File: src/rtl/pim_isa_pkg.sv
// PIM ISA definitions shared by the dispatcher: opcodes, instruction field positions,
// dispatcher state encoding and the opcode classification record.
package pim_isa_pkg;

    localparam logic [5:0] OP_ADD   = 6'h00;
    localparam logic [5:0] OP_SUB   = 6'h01;
    localparam logic [5:0] OP_MUL   = 6'h02;
    localparam logic [5:0] OP_EAST  = 6'h05;
    localparam logic [5:0] OP_WEST  = 6'h06;
    localparam logic [5:0] OP_SOUTH = 6'h07;
    localparam logic [5:0] OP_NORTH = 6'h08;
    localparam logic [5:0] OP_HALT  = 6'h3F;

    // Instruction word layout: opcode | rd | rs1 | rs2 | (unused low bits)
    localparam int OPC_HI = 31;
    localparam int OPC_LO = 26;
    localparam int RD_HI  = 25;
    localparam int RD_LO  = 21;
    localparam int RS1_HI = 20;
    localparam int RS1_LO = 16;
    localparam int RS2_HI = 15;
    localparam int RS2_LO = 11;

    localparam logic [2:0] S_IDLE   = 3'd0;
    localparam logic [2:0] S_FETCH  = 3'd1;
    localparam logic [2:0] S_DECODE = 3'd2;
    localparam logic [2:0] S_LOAD   = 3'd3;
    localparam logic [2:0] S_FIRE   = 3'd4;
    localparam logic [2:0] S_WAIT   = 3'd5;
    localparam logic [2:0] S_HALTED = 3'd6;

    typedef struct packed {
        logic is_issue;
        logic is_halt;
        logic is_illegal;
    } op_class_t;

endpackage

File: src/rtl/pim_op_classify.sv
// Combinational opcode classifier: exactly one of issue/halt/illegal is set per opcode.
module pim_op_classify
    import pim_isa_pkg::*;
(
    input  logic [5:0] opcode,
    output op_class_t  cls
);

    always_comb begin
        cls = '0;
        case (opcode)
            OP_ADD, OP_SUB, OP_MUL,
            OP_EAST, OP_WEST, OP_SOUTH, OP_NORTH: cls.is_issue = 1'b1;
            OP_HALT:                              cls.is_halt  = 1'b1;
            default:                              cls.is_illegal = 1'b1;
        endcase
    end

endmodule

File: src/rtl/pim_instr_dispatcher.sv
// Program sequencer for the bit-sliced PIM controller: fetch, decode, load, fire, wait.
// Optional watchdog on the WAIT state is enabled with `define PIM_DISPATCH_WDOG_EN.
module pim_instr_dispatcher
    import pim_isa_pkg::*;
#(
    parameter int IMEM_AW = 10,
    parameter int LENGTH  = 32,
    parameter int TIMEOUT = LENGTH * 128
) (
    input  logic               clk,
    input  logic               reset,
    input  logic               run,
    input  logic [IMEM_AW-1:0] base_pc,
    output logic               imem_rd_en,
    output logic [IMEM_AW-1:0] imem_addr,
    input  logic [31:0]        imem_rdata,
    output logic [31:0]        ctrl_instr,
    output logic               ctrl_rst_n,
    output logic               ctrl_start,
    input  logic               ctrl_done,
    output logic               busy,
    output logic               halted,
    output logic               illegal,
    output logic [IMEM_AW-1:0] pc,
`ifdef PIM_DISPATCH_WDOG_EN
    output logic               timeout_err,
`endif
    output logic [15:0]        instr_count
);

    logic [2:0] state;
    logic       wait_arm;
    op_class_t  cls;

`ifdef PIM_DISPATCH_WDOG_EN
    localparam int WDW = (TIMEOUT > 2) ? $clog2(TIMEOUT) : 1;
    logic [WDW-1:0] wdog;
`endif

    pim_op_classify u_classify (
        .opcode (imem_rdata[OPC_HI:OPC_LO]),
        .cls    (cls)
    );

    assign imem_rd_en = (state == S_FETCH);
    assign imem_addr  = pc;
    assign ctrl_rst_n = (state != S_LOAD);
    assign ctrl_start = (state == S_FIRE);
    assign halted     = (state == S_HALTED);
    assign busy       = (state != S_IDLE) && (state != S_HALTED);

    always_ff @(posedge clk) begin
        if (!reset) begin
            state       <= S_IDLE;
            pc          <= '0;
            ctrl_instr  <= '0;
            illegal     <= 1'b0;
            instr_count <= '0;
            wait_arm    <= 1'b0;
`ifdef PIM_DISPATCH_WDOG_EN
            timeout_err <= 1'b0;
            wdog        <= '0;
`endif
        end else begin
            case (state)
                S_IDLE, S_HALTED: begin
                    if (run) begin
                        pc          <= base_pc;
                        illegal     <= 1'b0;
                        instr_count <= '0;
`ifdef PIM_DISPATCH_WDOG_EN
                        timeout_err <= 1'b0;
`endif
                        state       <= S_FETCH;
                    end
                end
                S_FETCH: state <= S_DECODE;
                S_DECODE: begin
                    ctrl_instr <= imem_rdata;
                    if (cls.is_halt) begin
                        state <= S_HALTED;
                    end else if (cls.is_illegal) begin
                        illegal <= 1'b1;
                        pc      <= pc + 1'b1;
                        state   <= S_FETCH;
                    end else begin
                        state <= S_LOAD;
                    end
                end
                S_LOAD: state <= S_FIRE;
                S_FIRE: begin
                    if (instr_count != 16'hFFFF) instr_count <= instr_count + 16'd1;
                    wait_arm <= 1'b0;
`ifdef PIM_DISPATCH_WDOG_EN
                    wdog     <= '0;
`endif
                    state    <= S_WAIT;
                end
                S_WAIT: begin
                    // A done seen on the first WAIT cycle belongs to the previous op.
                    wait_arm <= 1'b1;
                    if (wait_arm && ctrl_done) begin
                        pc    <= pc + 1'b1;
                        state <= S_FETCH;
                    end
`ifdef PIM_DISPATCH_WDOG_EN
                    else if (wdog == WDW'(TIMEOUT - 1)) begin
                        timeout_err <= 1'b1;
                        state       <= S_HALTED;
                    end else begin
                        wdog <= wdog + 1'b1;
                    end
`endif
                end
                default: state <= S_IDLE;
            endcase
        end
    end

endmodule
File: config.mk
export PLATFORM = sky130hd
export DESIGN_NAME = pim_instr_dispatcher
export DESIGN_NICKNAME = d
export VERILOG_FILES = /design/src/rtl/pim_isa_pkg.sv /design/src/rtl/pim_op_classify.sv /design/src/rtl/pim_instr_dispatcher.sv
export SDC_FILE = /design/constraint.sdc
export NUM_CORES = 1
export LEC_CHECK = 0
export CAP_MARGIN = 20
export CORE_ASPECT_RATIO = 1.2
export CORE_MARGIN = 8
export CORE_UTILIZATION = 42
export CTS_CLUSTER_SIZE = 10
export DETAILED_ROUTE_END_ITERATION = 10
export HOLD_SLACK_MARGIN = 0.05
export PLACE_DENSITY = 0.81
export RECOVER_POWER = 100
export SYNTH_ARGS = -nofsm -noshare
export SYNTH_HDL_FRONTEND = slang
export SYNTH_SLANG_ARGS = --single-unit
export TNS_END_PERCENT = 100
File: constraint.sdc
create_clock -name clk -period 2.35 [get_ports clk]
set_input_delay 0.235 -clock clk [delete_from_list [all_inputs] [get_ports clk]]
set_output_delay 0.235 -clock clk [all_outputs]
set_load 0.02 [all_outputs]
; Word level (Yosys, flattened, before mapping)
; Cells that the tools add are included.
[word_totals]
out_inout_bits = 74
inputBits = 46
reg_bits = 63
word_cells = 63
[classes]
n_mux = 19
reduce_logical = 15
eq_ne = 21
add_sub_neg = 2
[op_table]
columns = cell, n
row1 = 10-bit two-way mux, 4
row2 = 16-bit two-way mux, 2
row3 = 16-bit one-hot mux with 2 select lines, 1
row4 = 10-bit one-hot mux with 3 select lines, 1
row5 = "6-bit by 3-bit == test with 1-bit output, second input constant", 3
row6 = 3-bit one-hot mux with 6 select lines, 1
row7 = "16-bit by 1-bit adder with 16-bit output, second input constant", 1
row8 = "16-bit != test, second input constant", 1
row9 = "10-bit by 1-bit adder with 10-bit output, second input constant", 1
row10 = "3-bit == test, second input constant", 3
row11 = 3-bit two-way mux, 3
row12 = "2-bit != test, second input constant", 4
row13 = 8-bit OR reduction, 1
row14 = "3-bit by 2-bit == test with 1-bit output, second input constant", 2
row15 = "6-bit by 1-bit == test with 1-bit output, second input constant", 1
row16 = "6-bit by 2-bit == test with 1-bit output, second input constant", 1
row17 = "6-bit by 4-bit == test with 1-bit output, second input constant", 1
row18 = "6-bit == test, second input constant", 1
row19 = 6-bit zero test, 1
row20 = 2-bit nonzero test, 3
row21 = 3-bit nonzero test, 2
row22 = 5-bit AND reduction, 1
row23 = 1-bit two-way mux, 4
row24 = 1-bit one-hot mux with 2 select lines, 2
row25 = other kinds (11), 12

; Depth between registers and ports, before layout
; Gate-level depths: netlist of run 1.
[depth]
word_depth = 5
ltp_mapped = 8
depth_no_buf = 6

; Modules after synthesis
; A second synthesis of run 1 with hierarchy kept.
[unflattened]
cells_unflattened = 410
hier_area_um2 = 3205.6
[modules_own_cells]
columns = mod, seq_area_each_um2, area_each_um2, cells_per_inst, instances
row1 = pim_instr_dispatcher, 1261.2, 3150.5, 400, 1
row2 = pim_op_classify, 0.0, 55.1, 10, 1

; Worst setup path before layout of run 1
; No wires, ideal clock.
[synth_path]
kind = register to register
start = register instr_count[0]
end = register instr_count[14]
path_buffers = 0
required_ps = 2280
path_slack_ps = 420
t_arrival_ps = 1860
path_stages_with_launch = 7
synth_period_minus_slack_ps = 1930
cell_sequence = dfxtp_1 ha_1 nand2_1 or2_2 nand4b_4 or4_1 a21oi_1
[synth_via]
elab_chain_len = 3
elab_cells_between_ends = 6
cone_classes = add/sub: 1 / eq/ne: 2 / mux: 2 / reduce/logical: 1
[synth_rtl]
columns = element, line_no
row1 = start: declaration, pim_instr_dispatcher.sv:28  ; output logic [15:0] instr_count
row2 = start signal: assignment, pim_instr_dispatcher.sv:92  ; if (instr_count != 16'hFFFF) instr_count <= instr_count + 16'd1;
row3 = 16-bit by 1-bit adder with 16-bit output or 16-bit != test (tied branches), pim_instr_dispatcher.sv:92
row4 = 16-bit two-way mux or 2-bit by 1-bit != test with 1-bit output (tied branches), -
row5 = 16-bit one-hot mux with 2 select lines or 3-bit AND reduction (tied branches), -
; Parallel ways exist; a longest one is shown, timed or not. The select of a mux whose other input is x is not followed.
; A chain may end at the register's enable or synchronous reset.

; Worst setup path after layout of run 1
[layout_path]
start = register state[0]
end = output port imem_rd_en
[layout_via]
elab_chain_len = 1
[layout_rtl]
columns = element, line_no
row1 = start: declaration, pim_instr_dispatcher.sv:31  ; logic [2:0] state;
row2 = start signal: assignment, pim_instr_dispatcher.sv:54  ; state <= S_IDLE;
row3 = start signal: assignment, pim_instr_dispatcher.sv:74  ; state <= S_FETCH;
row4 = start signal: assignment, pim_instr_dispatcher.sv:77  ; S_FETCH: state <= S_DECODE;
row5 = 3-bit by 1-bit == test with 1-bit output, pim_instr_dispatcher.sv:45  ; assign imem_rd_en = (state == S_FETCH);
row6 = end: declaration, pim_instr_dispatcher.sv:14  ; output logic imem_rd_en,
; Every way passes these cells.

==> impl_metrics.py, run 1 <==
metrics = {
    "cts": {
        "cts.sinks": 63,
        "h-tree-depth": 3,
        "numCtsBuffers": 9,
        "clock_path_buffers": 2,
        "cts_root_buf": "clkbuf_8",
        "post_cts_buffers": 0,
        "cts_resized": 0,
        "clock_latency_ns": 0.33,
        "ctsHoldBuffers": 0,
        "clkTransAtPathRegs_ns": 0.07,
        "cts_tree": "yes",
    },
    "setup_path": {
        "critical-path-max-stage-delay_ns": 0.75,
        "critPathCaptureType": "output port",
        "critPathLaunchType": "flop",
        "critPathKind": "reg -> out",
        "slowest_stage": "dlygate4sd3_1",
        "crit_chain": "inv_1 > nor3_1 > dlygate4sd3_1",
        "cp_max_fo": 13,
        "worstPathArrival_ns": 1.96,
        "critPathRequiredTime_ns": 2.12,
    },
    "sta": {
        "layout_min_cycle_time_ns": 2.20,
        "finalCritPeriodShare_pct": 93.5,
        "slew_violations": 0,
        "final.setup.tns_ns": 0,
        "rsz0062_at_grt": "no",
        "worstMarginPinSlew_ns": 0.729,
        "slew_headroom_pct": 51.4,
        "timing.fmax_mhz": 455,
        "fin_skew_ns": 0.00914,
        "setup_viol": 0,
        "hold_viol": 0,
    },
    "finish": {
        "drive_above_1_share_pct": 7.01,
        "mostFrequentLayoutCells": "nand2_1 (105), dlygate4sd3_1 (72), dfxtp_1 (62)",
        "stdcell_count": 589,
        "final_nets": 543,
        "fillers": 648,
        "antenna-diode-count": 0,
        "syn_to_final_growth_pct": 43.0,
        "layout.cells.most_common": "nand2_1",
    },
    "routing": {
        "wirelength_mm": 9.17,
        "dr.pass1.iters": 4,
        "routed-via-count": 3164,
        "via_per_inst": 5.37,
        "drc": 0,
        "wl_per_cell_um": 15.6,
        "first_iter_violations": 180,
        "ant_nets": 0,
    },
    "floorplanning": {
        "io_pins": 120,
        "rows": 34,
        "die_y_um": 111,
        "start_util_pct": 43.2,
        "die_w_um": 94.8,
        "dieArea_mm2": 0.0105,
        "core_mm2": 0.00723,
    },
    "synth": {
        "synth-async-reset-ratio_pct": 0,
        "syn_inst": 388,
        "synth_simple_gate_area_share_pct": 27.3,
        "synthFlopType": "dfxtp_1",
        "synth_warnings": 0,
        "synthMuxAreaShare_pct": 1.00,
        "netlist_area_mm2": 0.00313,
        "synth_edf_count": 0,
        "synthAdderAreaFrac_pct": 0.801,
        "ys_ff_latch": 63,
        "synth_top_family_by_area": "simple AND/OR/NAND/NOR gates",
        "seq_area_frac_synth_pct": 40.4,
        "synth_area_per_cell_um2": 8.06,
        "synthXorXnorAreaFrac_pct": 0.560,
        "synth_compound_area_share_pct": 23.3,
        "ys_types": 61,
        "synth_nets": 436,
    },
    "power_and_ir_drop": {
        "p_leak_uw": 0.00175,
        "power_density_mw_per_mm2": 617,
        "worst_ir_drop_vdd_v": 0.000468,
        "finalPower_uw": 2760,
    },
    "global_routing": {
        "grt_antenna_before_repair": 0,
        "grt_max_degree": 34,
        "grt_pass1_vias": 3048,
        "track_usage_pct": 17.4,
        "grt_pass1_wl_mm": 14.9,
        "overflow": 0,
    },
    "job": {
        "max_cap_viol_count": 0,
    },
    "worst_hold_path": {
        "hold_class": "in -> reg",
    },
    "placed_design": {
        "gp_congestion": 0.797,
        "dp_hpwl_mm": 6.95,
        "place_inst": 574,
        "io_buffer_count": 119,
    },
    "outcome": {
        "outcome": "completed",
    },
}
==> where the power goes <==
group	total [uW]	internal, uW	leakage, uW	switching, uW
Clock	1030	622	0.000103	411
Combinational	551	254	0.00114	297
Sequential	1170	1120	0.000512	55.1
Total	2760	1990	0.00175	763
==> stage by stage <==
stage / instance area, um^2 / worst slack (ns) / hold WS (ns) / utilization, %
2_1_floorplan: 3130 / 0.420 / 0.371 / -
6_report: 4470 / 0.152 / 0.451 / 61.8
3_3_place_gp: 4320 / 0.140 / 0.442 / 59.7
3_5_place_dp: 4320 / 0.0615 / 0.447 / 59.7
5_1_grt: 4470 / 0.0498 / 0.453 / 61.8
4_1_cts: 4530 / 0.0126 / 0.438 / 62.6
==> per-layer routing <==
layer  vias up  global-route usage, %  wire length [um]
met5         -                      0                 0
met4         0                   7.62               230
met3        18                   5.28               654
met2       100                   29.2              4600
met1      1470                   19.4              3690
li1       1576                      -                 -
==> synth_stat cells, types with 3 or more instances <==
master	n	area share [%]
a21oi_1	53	8.5
a31o_1	4	1.1
a31oi_1	6	1.2
a32o_1	3	0.96
and3_1	4	0.80
buf_2	5	0.80
buf_4	11	2.6
clkbuf_1	11	1.3
dfxtp_1	63	40
inv_1	7	0.84
nand2_1	105	13
nand2b_1	3	0.60
nand3_1	11	1.8
nand4_1	4	0.80
nor2_1	8	0.96
o211ai_1	3	0.72
o21ai_0	10	1.6
o21ai_1	4	0.64
o31ai_1	8	1.9
or3_1	8	1.6
or4_1	4	0.96
==> kinds of logic after synthesis <==
logic type      count (synthesis)
simple gates                  172
compound gates                107
flops                          63
buf+inv                        39
mux                             3
xor+xnor                        2
fa+ha+maj                       2
==> final cells by class <==
class	count	area (um^2)	share of cell area (%)
Clock inverter	3	67.6	1.51
Multi-Input combinational cell	286	1610	35.9
Sequential cell	63	1260	28.2
Tap cell	90	113	2.52
Inverter	8	30.0	0.672
Clock buffer	12	145	3.25
Timing Repair Buffer	127	1250	27.9
==> path summary, 6_finish.rpt <==
path | endpoint | depth (start not counted) | slack (ns) | startpoint
worst max register to register | instr_count[4] | 5 | 0.23 | state[1]
worst min register to register | ctrl_instr[31] | 2 | 0.45 | ctrl_instr[31]
worst max-delay path | imem_rd_en | 3 | 0.15 | state[0]
worst min-delay path | ctrl_instr[8] | 3 | 0.45 | imem_rdata[8]
==> state kept, by name, indices dropped and copies added (netlist names) <==
signal       cells
state            3
ctrl_instr      32
illegal          1
instr_count     16
imem_addr       10
wait_arm         1
==> critical path: cells and delay by family, from the launching register on <==
kind          cells  cell delay [ns]
simple gates      1             0.32
flops             1             0.48
buf+inv           2             0.84
Power figures use the tool's default switching activity.
==> run 2: changes to the inputs <==
--- a/config.mk
+++ b/config.mk
@@ -5,6 +5,7 @@
 export SDC_FILE = /design/constraint.sdc
 export NUM_CORES = 1
 export LEC_CHECK = 0
+export ABC_CLOCK_PERIOD_IN_PS = 2350
 export CAP_MARGIN = 20
 export CORE_ASPECT_RATIO = 1.2
 export CORE_MARGIN = 8
==> results of run 2 <==
The final DEF is identical to that of run 1; final timing and power are the same.
==> run 3: changes to the inputs <==
--- a/config.mk
+++ b/config.mk
@@ -12,6 +12,7 @@
 export CORE_UTILIZATION = 42
 export CTS_CLUSTER_SIZE = 10
 export DETAILED_ROUTE_END_ITERATION = 10
+export GPL_ROUTABILITY_DRIVEN = 1
 export HOLD_SLACK_MARGIN = 0.05
 export PLACE_DENSITY = 0.81
 export RECOVER_POWER = 100
==> results of run 3 <==
The final DEF is identical to that of run 1; final timing and power are the same.
